[config.mk]
export PLATFORM = sky130hd
export DESIGN_NAME = sipo_rx
export DESIGN_NICKNAME = d
export VERILOG_FILES = /design/src/rtl/rs_link_pkg.sv /design/src/rtl/sipo_out_reg.sv /design/src/rtl/sipo_rx.sv
export SDC_FILE = /design/constraint.sdc
export NUM_CORES = 1
export LEC_CHECK = 0
export BUFFER_PORTS_ARGS = -buffer_cell sky130_fd_sc_hd__buf_2
export CAP_MARGIN = 25
export CORE_AREA = 2 2 42 44
export DETAILED_ROUTE_END_ITERATION = 7
export DIE_AREA = 0 0 44 46
export PLACE_DENSITY = 0.86
export SLEW_MARGIN = 10
export SYNTH_ARGS = -nofsm -noshare
export SYNTH_HDL_FRONTEND = slang
export SYNTH_SLANG_ARGS = --single-unit
[constraint.sdc]
create_clock -name clk -period 2.5 [get_ports clk]
set_input_delay 0.125 -clock clk [delete_from_list [all_inputs] [get_ports clk]]
set_output_delay 0.125 -clock clk [all_outputs]
set_load 0.05 [all_outputs]
[src/rtl/rs_link_pkg.sv]
// Shared definitions for the bit-serial Reed-Solomon symbol link.
// Parity behaviour is enabled in the receivers by the SIPO_PARITY_EN macro.
package rs_link_pkg;

   localparam int SYM_W = 7;

   typedef enum logic [1:0] {
      IDLE   = 2'd0,
      SHIFT  = 2'd1,
      PARITY = 2'd2
   } sipo_state_e;

   // 1'b0 selects even parity: data bits plus parity bit XOR to zero.
   localparam logic PARITY_POLARITY = 1'b0;

   function automatic logic parity_mismatch(input logic [31:0] data, input logic pbit);
      return (^data) ^ pbit ^ PARITY_POLARITY;
   endfunction

endpackage

[src/rtl/sipo_out_reg.sv]
// One-deep valid/ready holding register; a load while full and not being
// drained is dropped and reported as a one-cycle overrun pulse.
module sipo_out_reg
   import rs_link_pkg::*;
#(
   parameter int W = SYM_W
) (
   input  logic         clk,
   input  logic         rst_n,
   input  logic         load,
   input  logic [W-1:0] load_data,
   input  logic         ready,
   output logic [W-1:0] data_out,
   output logic         data_valid,
   output logic         overrun
);

   logic can_load_s;

   assign can_load_s = !data_valid || ready;

   // Holding register: load when empty or draining this cycle, else drop.
   always_ff @(posedge clk) begin
      if (!rst_n) begin
         data_out   <= '0;
         data_valid <= 1'b0;
         overrun    <= 1'b0;
      end else begin
         overrun <= load && !can_load_s;
         if (load && can_load_s) begin
            data_out   <= load_data;
            data_valid <= 1'b1;
         end else if (data_valid && ready) begin
            data_valid <= 1'b0;
         end else begin
            data_valid <= data_valid;
         end
      end
   end

endmodule

[src/rtl/sipo_rx.sv]
// Serial-in/parallel-out symbol receiver, MSB first, with framing and overrun flags.
// Defining SIPO_PARITY_EN adds a trailing even-parity bit and the parity_err port.
module sipo_rx
   import rs_link_pkg::*;
#(
   parameter int N = SYM_W
) (
   input  logic         clk,
   input  logic         rst_n,
   input  logic         serial_in,
   input  logic         serial_en,
   output logic [N-1:0] data_out,
   output logic         data_valid,
   input  logic         data_ready,
   output logic         frame_err,
`ifdef SIPO_PARITY_EN
   output logic         parity_err,
`endif
   output logic         overrun
);

   localparam int CW = $clog2(N + 1);

   sipo_state_e   state_r, state_s;
   logic [CW-1:0] bit_cnt_r, bit_cnt_s;
   logic          last_bit_s;
   logic          complete_s;
   logic          break_s;
   logic [N-1:0]  symbol_s;

`ifdef SIPO_PARITY_EN
   logic [N-1:0]  shift_r, shift_s, shifted_s;
   logic          parity_bad_s;

   // All N data bits are already held when the parity bit arrives.
   assign shifted_s    = {shift_r[N-2:0], serial_in};
   assign symbol_s     = shift_r;
   assign parity_bad_s = parity_mismatch(32'(shift_r), serial_in);
`else
   // Only N-1 bits need storing: the last bit goes straight into the symbol.
   logic [N-2:0]  shift_r, shift_s, shifted_s;
   logic [N-1:0]  full_s;

   assign full_s    = {shift_r, serial_in};
   assign shifted_s = full_s[N-2:0];
   assign symbol_s  = full_s;
`endif

   assign last_bit_s = (bit_cnt_r == CW'(N - 1));

   // State, counter, shift register and flag registers.
   always_ff @(posedge clk) begin
      if (!rst_n) begin
         state_r   <= IDLE;
         bit_cnt_r <= '0;
         shift_r   <= '0;
         frame_err <= 1'b0;
`ifdef SIPO_PARITY_EN
         parity_err <= 1'b0;
`endif
      end else begin
         state_r   <= state_s;
         bit_cnt_r <= bit_cnt_s;
         shift_r   <= shift_s;
         frame_err <= break_s;
`ifdef SIPO_PARITY_EN
         parity_err <= complete_s && (!data_valid || data_ready) && parity_bad_s;
`endif
      end
   end

   // Next-state decode.
   always_comb begin
      state_s = state_r;
      case (state_r)
         IDLE: begin
            if (serial_en) state_s = SHIFT;
            else           state_s = IDLE;
         end
         SHIFT: begin
            if (!serial_en) begin
               state_s = IDLE;
            end else if (last_bit_s) begin
`ifdef SIPO_PARITY_EN
               state_s = PARITY;
`else
               state_s = IDLE;
`endif
            end else begin
               state_s = SHIFT;
            end
         end
`ifdef SIPO_PARITY_EN
         PARITY:  state_s = IDLE;
`endif
         default: state_s = IDLE;
      endcase
   end

   // Datapath controls: shifting, bit count, completion and framing break.
   always_comb begin
      shift_s    = shift_r;
      bit_cnt_s  = '0;
      complete_s = 1'b0;
      break_s    = 1'b0;
      case (state_r)
         IDLE: begin
            if (serial_en) begin
               shift_s   = shifted_s;
               bit_cnt_s = CW'(1);
            end else begin
               shift_s   = shift_r;
            end
         end
         SHIFT: begin
            if (serial_en) begin
               shift_s = shifted_s;
               if (last_bit_s) begin
`ifndef SIPO_PARITY_EN
                  complete_s = 1'b1;
`endif
                  bit_cnt_s  = '0;
               end else begin
                  bit_cnt_s  = bit_cnt_r + CW'(1);
               end
            end else begin
               break_s = 1'b1;
               shift_s = '0;
            end
         end
`ifdef SIPO_PARITY_EN
         PARITY: begin
            shift_s = '0;
            if (serial_en) complete_s = 1'b1;
            else           break_s    = 1'b1;
         end
`endif
         default: begin
            shift_s = '0;
         end
      endcase
   end

   sipo_out_reg #(.W(N)) u_out_reg (
      .clk        (clk),
      .rst_n      (rst_n),
      .load       (complete_s),
      .load_data  (symbol_s),
      .ready      (data_ready),
      .data_out   (data_out),
      .data_valid (data_valid),
      .overrun    (overrun)
   );

endmodule

; ---- Word level (Yosys, flattened, before mapping)
; Cells that the tools add are included.
[word_totals]
elab_cells = 37
input_bits = 5
ff_bits = 21
output_inout_bits = 10
[classes]
n_eq_ne = 3
reduce_logical = 9
muxes = 17
n_addsub = 1
[op_table]
columns = op, count
row1 = 2-to-1 mux 6 bit, 2
row2 = case mux 6 bit (2 select lines), 1
row3 = 2-to-1 mux 1 bit, 10
row4 = 2-to-1 mux 3 bit, 2
row5 = case mux 3 bit (2 select lines), 1
row6 = case mux 2 bit (2 select lines), 1
row7 = "adder 3 x 1 -> 3 bit, second input constant", 1
row8 = "equality test 3 bit, second input constant", 1
row9 = logical AND 1 bit, 3
row10 = "equality test 2 x 1 -> 1 bit, second input constant", 1
row11 = logical NOT 1 bit, 2
row12 = logical NOT 2 bit, 1
row13 = "!= test 2 bit, second input constant", 1
row14 = AND reduction 2 bit, 1
row15 = nonzero test 2 bit, 1
row16 = logical OR 1 bit, 1

; ---- Logic depth before layout (Yosys ltp)
[logic_depth]
ltp_word = 6
ltp_mapped = 5
depth_no_buf = 3

; ---- Hierarchy
; Synthesis repeated with hierarchy kept, for this count alone.
[unflattened]
hier_cells = 80
hier_area_um2 = 794.5
[modules_own_cells]
columns = mod, instances, cells_per_inst, seq_area_each_um2, area_per_inst_um2
row1 = sipo_rx, 1, 44, 220.2, 435.4
row2 = sipo_out_reg, 1, 36, 180.2, 359.1

; ---- Least setup slack after synthesis
; No wires, ideal clock.
[synth_timing]
path_kind = flip-flop to flip-flop
from = register u_out_reg.data_valid
to = register u_out_reg.data_out[0]
setup_time_ps = 119
n_path_buf = 1
arrival_time_ps = 1148
slack_ps = 1233
stages_incl_launch_ff = 5
cell_sequence = dfxtp_1 > nand2b_1 > nor3b_2 > buf_6 > mux2i_1
[synth_via]
elab_chain_cells = 3
[synth_lines]
columns = element, line
row1 = "start, declared", sipo_out_reg.sv:14  ; output logic data_valid,
row2 = "start signal, assigned", sipo_out_reg.sv:36  ; data_valid <= data_valid;
row3 = logical NOT 1 bit, sipo_out_reg.sv:20  ; assign can_load_s = !data_valid || ready;
row4 = logical OR 1 bit, sipo_out_reg.sv:20
row5 = logical AND 1 bit, sipo_out_reg.sv:30  ; if (load && can_load_s) begin
row6 = "end signal, assigned", sipo_out_reg.sv:31  ; data_out <= load_data;
row7 = "end, declared", sipo_out_reg.sv:13  ; output logic [W-1:0] data_out,
; No other way between the ends.
; A chain may end at the register's enable or synchronous reset.

; ---- Final worst setup path
[layout_timing]
from = register state_r[0]
to = register u_out_reg.data_out[0]
[layout_via]
elab_chain_cells = 3
[layout_lines]
columns = element, line
row1 = "start, declared", sipo_rx.sv:24  ; sipo_state_e state_r, state_s;
row2 = "start signal, assigned", sipo_rx.sv:62  ; state_r <= state_s;
row3 = equality test 2 x 1 -> 1 bit, sipo_rx.sv:106  ; case (state_r)
row4 = 2-to-1 mux 1 bit, sipo_rx.sv:106
row5 = logical AND 1 bit, sipo_out_reg.sv:30
; No other way between the ends.

==> flow_summary.json <==
{
  "status": "finished, final reports clean",
  "cp_max_fo": 10,
  "cts_max_level": 1,
  "slowest_stage": "nor3b_2",
  "register_area_um2": 400.4,
  "p_seq_share_pct": 53.7,
  "firstDrtPassIters": 2,
  "finalCritPeriodShare_pct": 66.65,
  "synth.area.top_cells": "dfxtp_1 49%, mux2i_1 8.6%, nand2_1 7.4%",
  "synth_nets": 89,
  "fmaxAchievable_mhz": 600.2,
  "synth-seq-cells": 20,
  "layout-drive-gt1-share_pct": 22.68,
  "synth_ff_type": "dfxtp_1",
  "path_class": "register to register",
  "rows": 15,
  "cpPeakStageDelay_ns": 0.64,
  "pwr-share-comb_pct": 3.7,
  "clk_path_buf_depth": 2,
  "cts_buffers": 3,
  "die_y_um": 46,
  "synthCells": 84,
  "switching_share_pct": 19.09,
  "maxSlewViolCount": 0,
  "postLayoutCoreUtil_pct": 56.67,
  "yosysUniqueCellTypes": 19,
  "yosysTopAreaCell": "dfxtp_1",
  "num-fill-cells": 147,
  "power.density_nw_per_um2": 667.1,
  "yosysMostFrequentCell": "dfxtp_1",
  "grt_antenna_before_repair": 0,
  "ys.warnings.count": 0,
  "dp_hpwl_um": 970.5,
  "netlist_area_um2": 812.0,
  "postCtsHoldBufs": 0,
  "start_util_pct": 50.31,
  "async_reset_ff_share_pct": 0,
  "finClkSkew_ns": 0.002243,
  "critPathRequiredTime_ns": 2.74,
  "synth_edf_count": 0,
  "syn2layout_area_growth_pct": 12.63,
  "cts_tree": "built",
  "netlist_top_cells_count": "20 x dfxtp_1, 16 x nand2_1, 8 x a21oi_1, 7 x mux2i_1, 7 x nor3b_1",
  "diodes": 0,
  "clk_pin_slew_ns": 0.11,
  "port_buffers": 14,
  "ant_nets": 0,
  "die-area_um2": 2024,
  "crit_path_start_kind": "register",
  "reg2reg_slack_ns": 0.83,
  "final_nets": 103,
  "post_cts_resized": 0,
  "grt_max_degree": 25,
  "tightest_slew_ns": 0.7571,
  "irDropWorstVdd_v": 0.0002927,
  "drt-initial-drc-count": 7,
  "multi_input_area_um2": 362.8,
  "synth_top_area_share_pct": 49.31,
  "grt_usage_pct": 15.63,
  "intPower_uw": 493.7,
  "via_per_inst": 5.167,
  "grt_first_pass_wirelength_um": 2283,
  "path_cells": "nand4b_4 -> nor3b_2 -> mux2i_1",
  "via_count": 589,
  "post-cts-setup-buffer-count": 0,
  "power.leakage_nw": 0.3693,
  "p_sw_uw": 116.4,
  "rsz0062_at_grt": "no",
  "drc": 0,
  "die_w_um": 44,
  "clock_latency_ns": 0.30,
  "wl_per_cell_um": 11.39,
  "root_buffer": "clkbuf_4",
  "hold_class": "input pin to register",
  "place_congestion": 0.7283,
  "drt_wl_total_um": 1298,
  "tns_ns": 0,
  "p_clk_share_pct": 42.5,
  "core_um2": 1614,
  "setup_viol": 0,
  "slew_headroom_pct": 49.30,
  "grt_overflow": 0,
  "arrival_ns": 1.90,
  "min_period_ns": 1.666,
  "syn_area_per_cell_um2": 9.667,
  "yosysSeqAreaShare_pct": 49.31,
  "crit_path_end_kind": "register",
  "clock-sinks": 20,
  "boundaryPins": 15,
  "grt_pass1_vias": 577,
  "drv_cap": 0,
  "finalHoldViolCount": 0
}
[state kept, by name, summed over array words and instances, names as in the netlist]
signal / cells
bit_cnt_r: 3
frame_err: 1
shift_r: 6
state_r: 1
u_out_reg.data_out: 7
u_out_reg.data_valid: 1
u_out_reg.overrun: 1
[worst max-delay path: cells and delay by family, from the launching register on]
kind | cells | cell delay (ns)
muxes | 1 | 0.26
DFF | 1 | 0.55
and+or+nand+nor | 2 | 0.79
[worst paths after layout]
kind | from | end | cells after the start
worst max-delay path | state_r[0]$_SDFF_PN0_ | u_out_reg.data_out[0]$_SDFFE_PN0P_ | 3
worst min-delay path | serial_in | u_out_reg.data_out[0]$_SDFFE_PN0P_ | 3
worst max register to register | state_r[0]$_SDFF_PN0_ | u_out_reg.data_out[0]$_SDFFE_PN0P_ | 3
worst min register to register | u_out_reg.data_out[1]$_SDFFE_PN0P_ | u_out_reg.data_out[1]$_SDFFE_PN0P_ | 2
[stage by stage]
step	power (mW)	instances	worst slack [ns]	hold slack [ns]	area (um2)
after floorplan	0.3532	84	1.233	0.2672	812.0
after global routing	0.6355	114	0.6119	0.06189	914.6
after detailed placement	0.3579	110	0.8691	0.4049	862.1
after global placement	0.3570	110	0.9171	0.3851	862.1
final	0.6101	114	0.8338	0.08097	914.6
after CTS	0.6158	114	0.8250	0.07208	914.6
[kinds of logic after synthesis]
kind of cell / count (synthesis) / share of synthesized area [%]
AO/OA/AOI/OAI: 10 / 6.164
buffers and inverters: 7 / 6.010
flip-flops: 20 / 49.31
multiplexers: 7 / 8.629
AND/OR/NAND/NOR: 40 / 29.89
[metal layers]
| layer | vias to the layer above | wire length (um) | track usage, % | part of all wire, % |
|---|---|---|---|---|
| li1 | 307 | - | - | - |
| met1 | 269 | 579 | 16.30 | 45 |
| met2 | 11 | 644 | 27.65 | 50 |
| met3 | 2 | 58 | 4.762 | 4.5 |
| met4 | 0 | 15 | 9.091 | 1.2 |
| met5 | - | 0 | 0 | 0 |
[placed cells by master, fill, tap and decap left out]
cell / n
nor3b_1: 7
and3_2: 2
nor2_1: 1
nand3b_1: 1
dfxtp_1: 20
a21oi_1: 8
nand4b_4: 1
nor4_1: 1
nor3b_2: 1
mux2i_1: 7
and2_1: 2
clkbuf_4: 3
nand2_1: 16
o21ai_0: 2
nand2b_1: 1
nor2b_1: 6
bufinv_16: 1
nand3_1: 1
buf_2: 14
inv_1: 2
[power by group through the flow]
| stage | combinational (mW) | clock, mW | sequential [mW] |
|---|---|---|---|
| after detailed placement | 0.0227 | 0 | 0.335 |
| after floorplan | 0.0195 | 0 | 0.334 |
| after global placement | 0.0222 | 0 | 0.335 |
| final | 0.0227 | 0.260 | 0.328 |
| after CTS | 0.0228 | 0.265 | 0.328 |
| after global routing | 0.0252 | 0.281 | 0.329 |
[layout make-up]
type	instances	area share (%)
clock buffers	3	2.462
clock inverters	1	3.283
inverters	2	0.8208
multi-input cells	57	39.67
flip-flops and latches	20	43.78
well taps	17	2.326
repair buffers	14	7.661
Note: power is estimated with default switching activity, not from simulation.
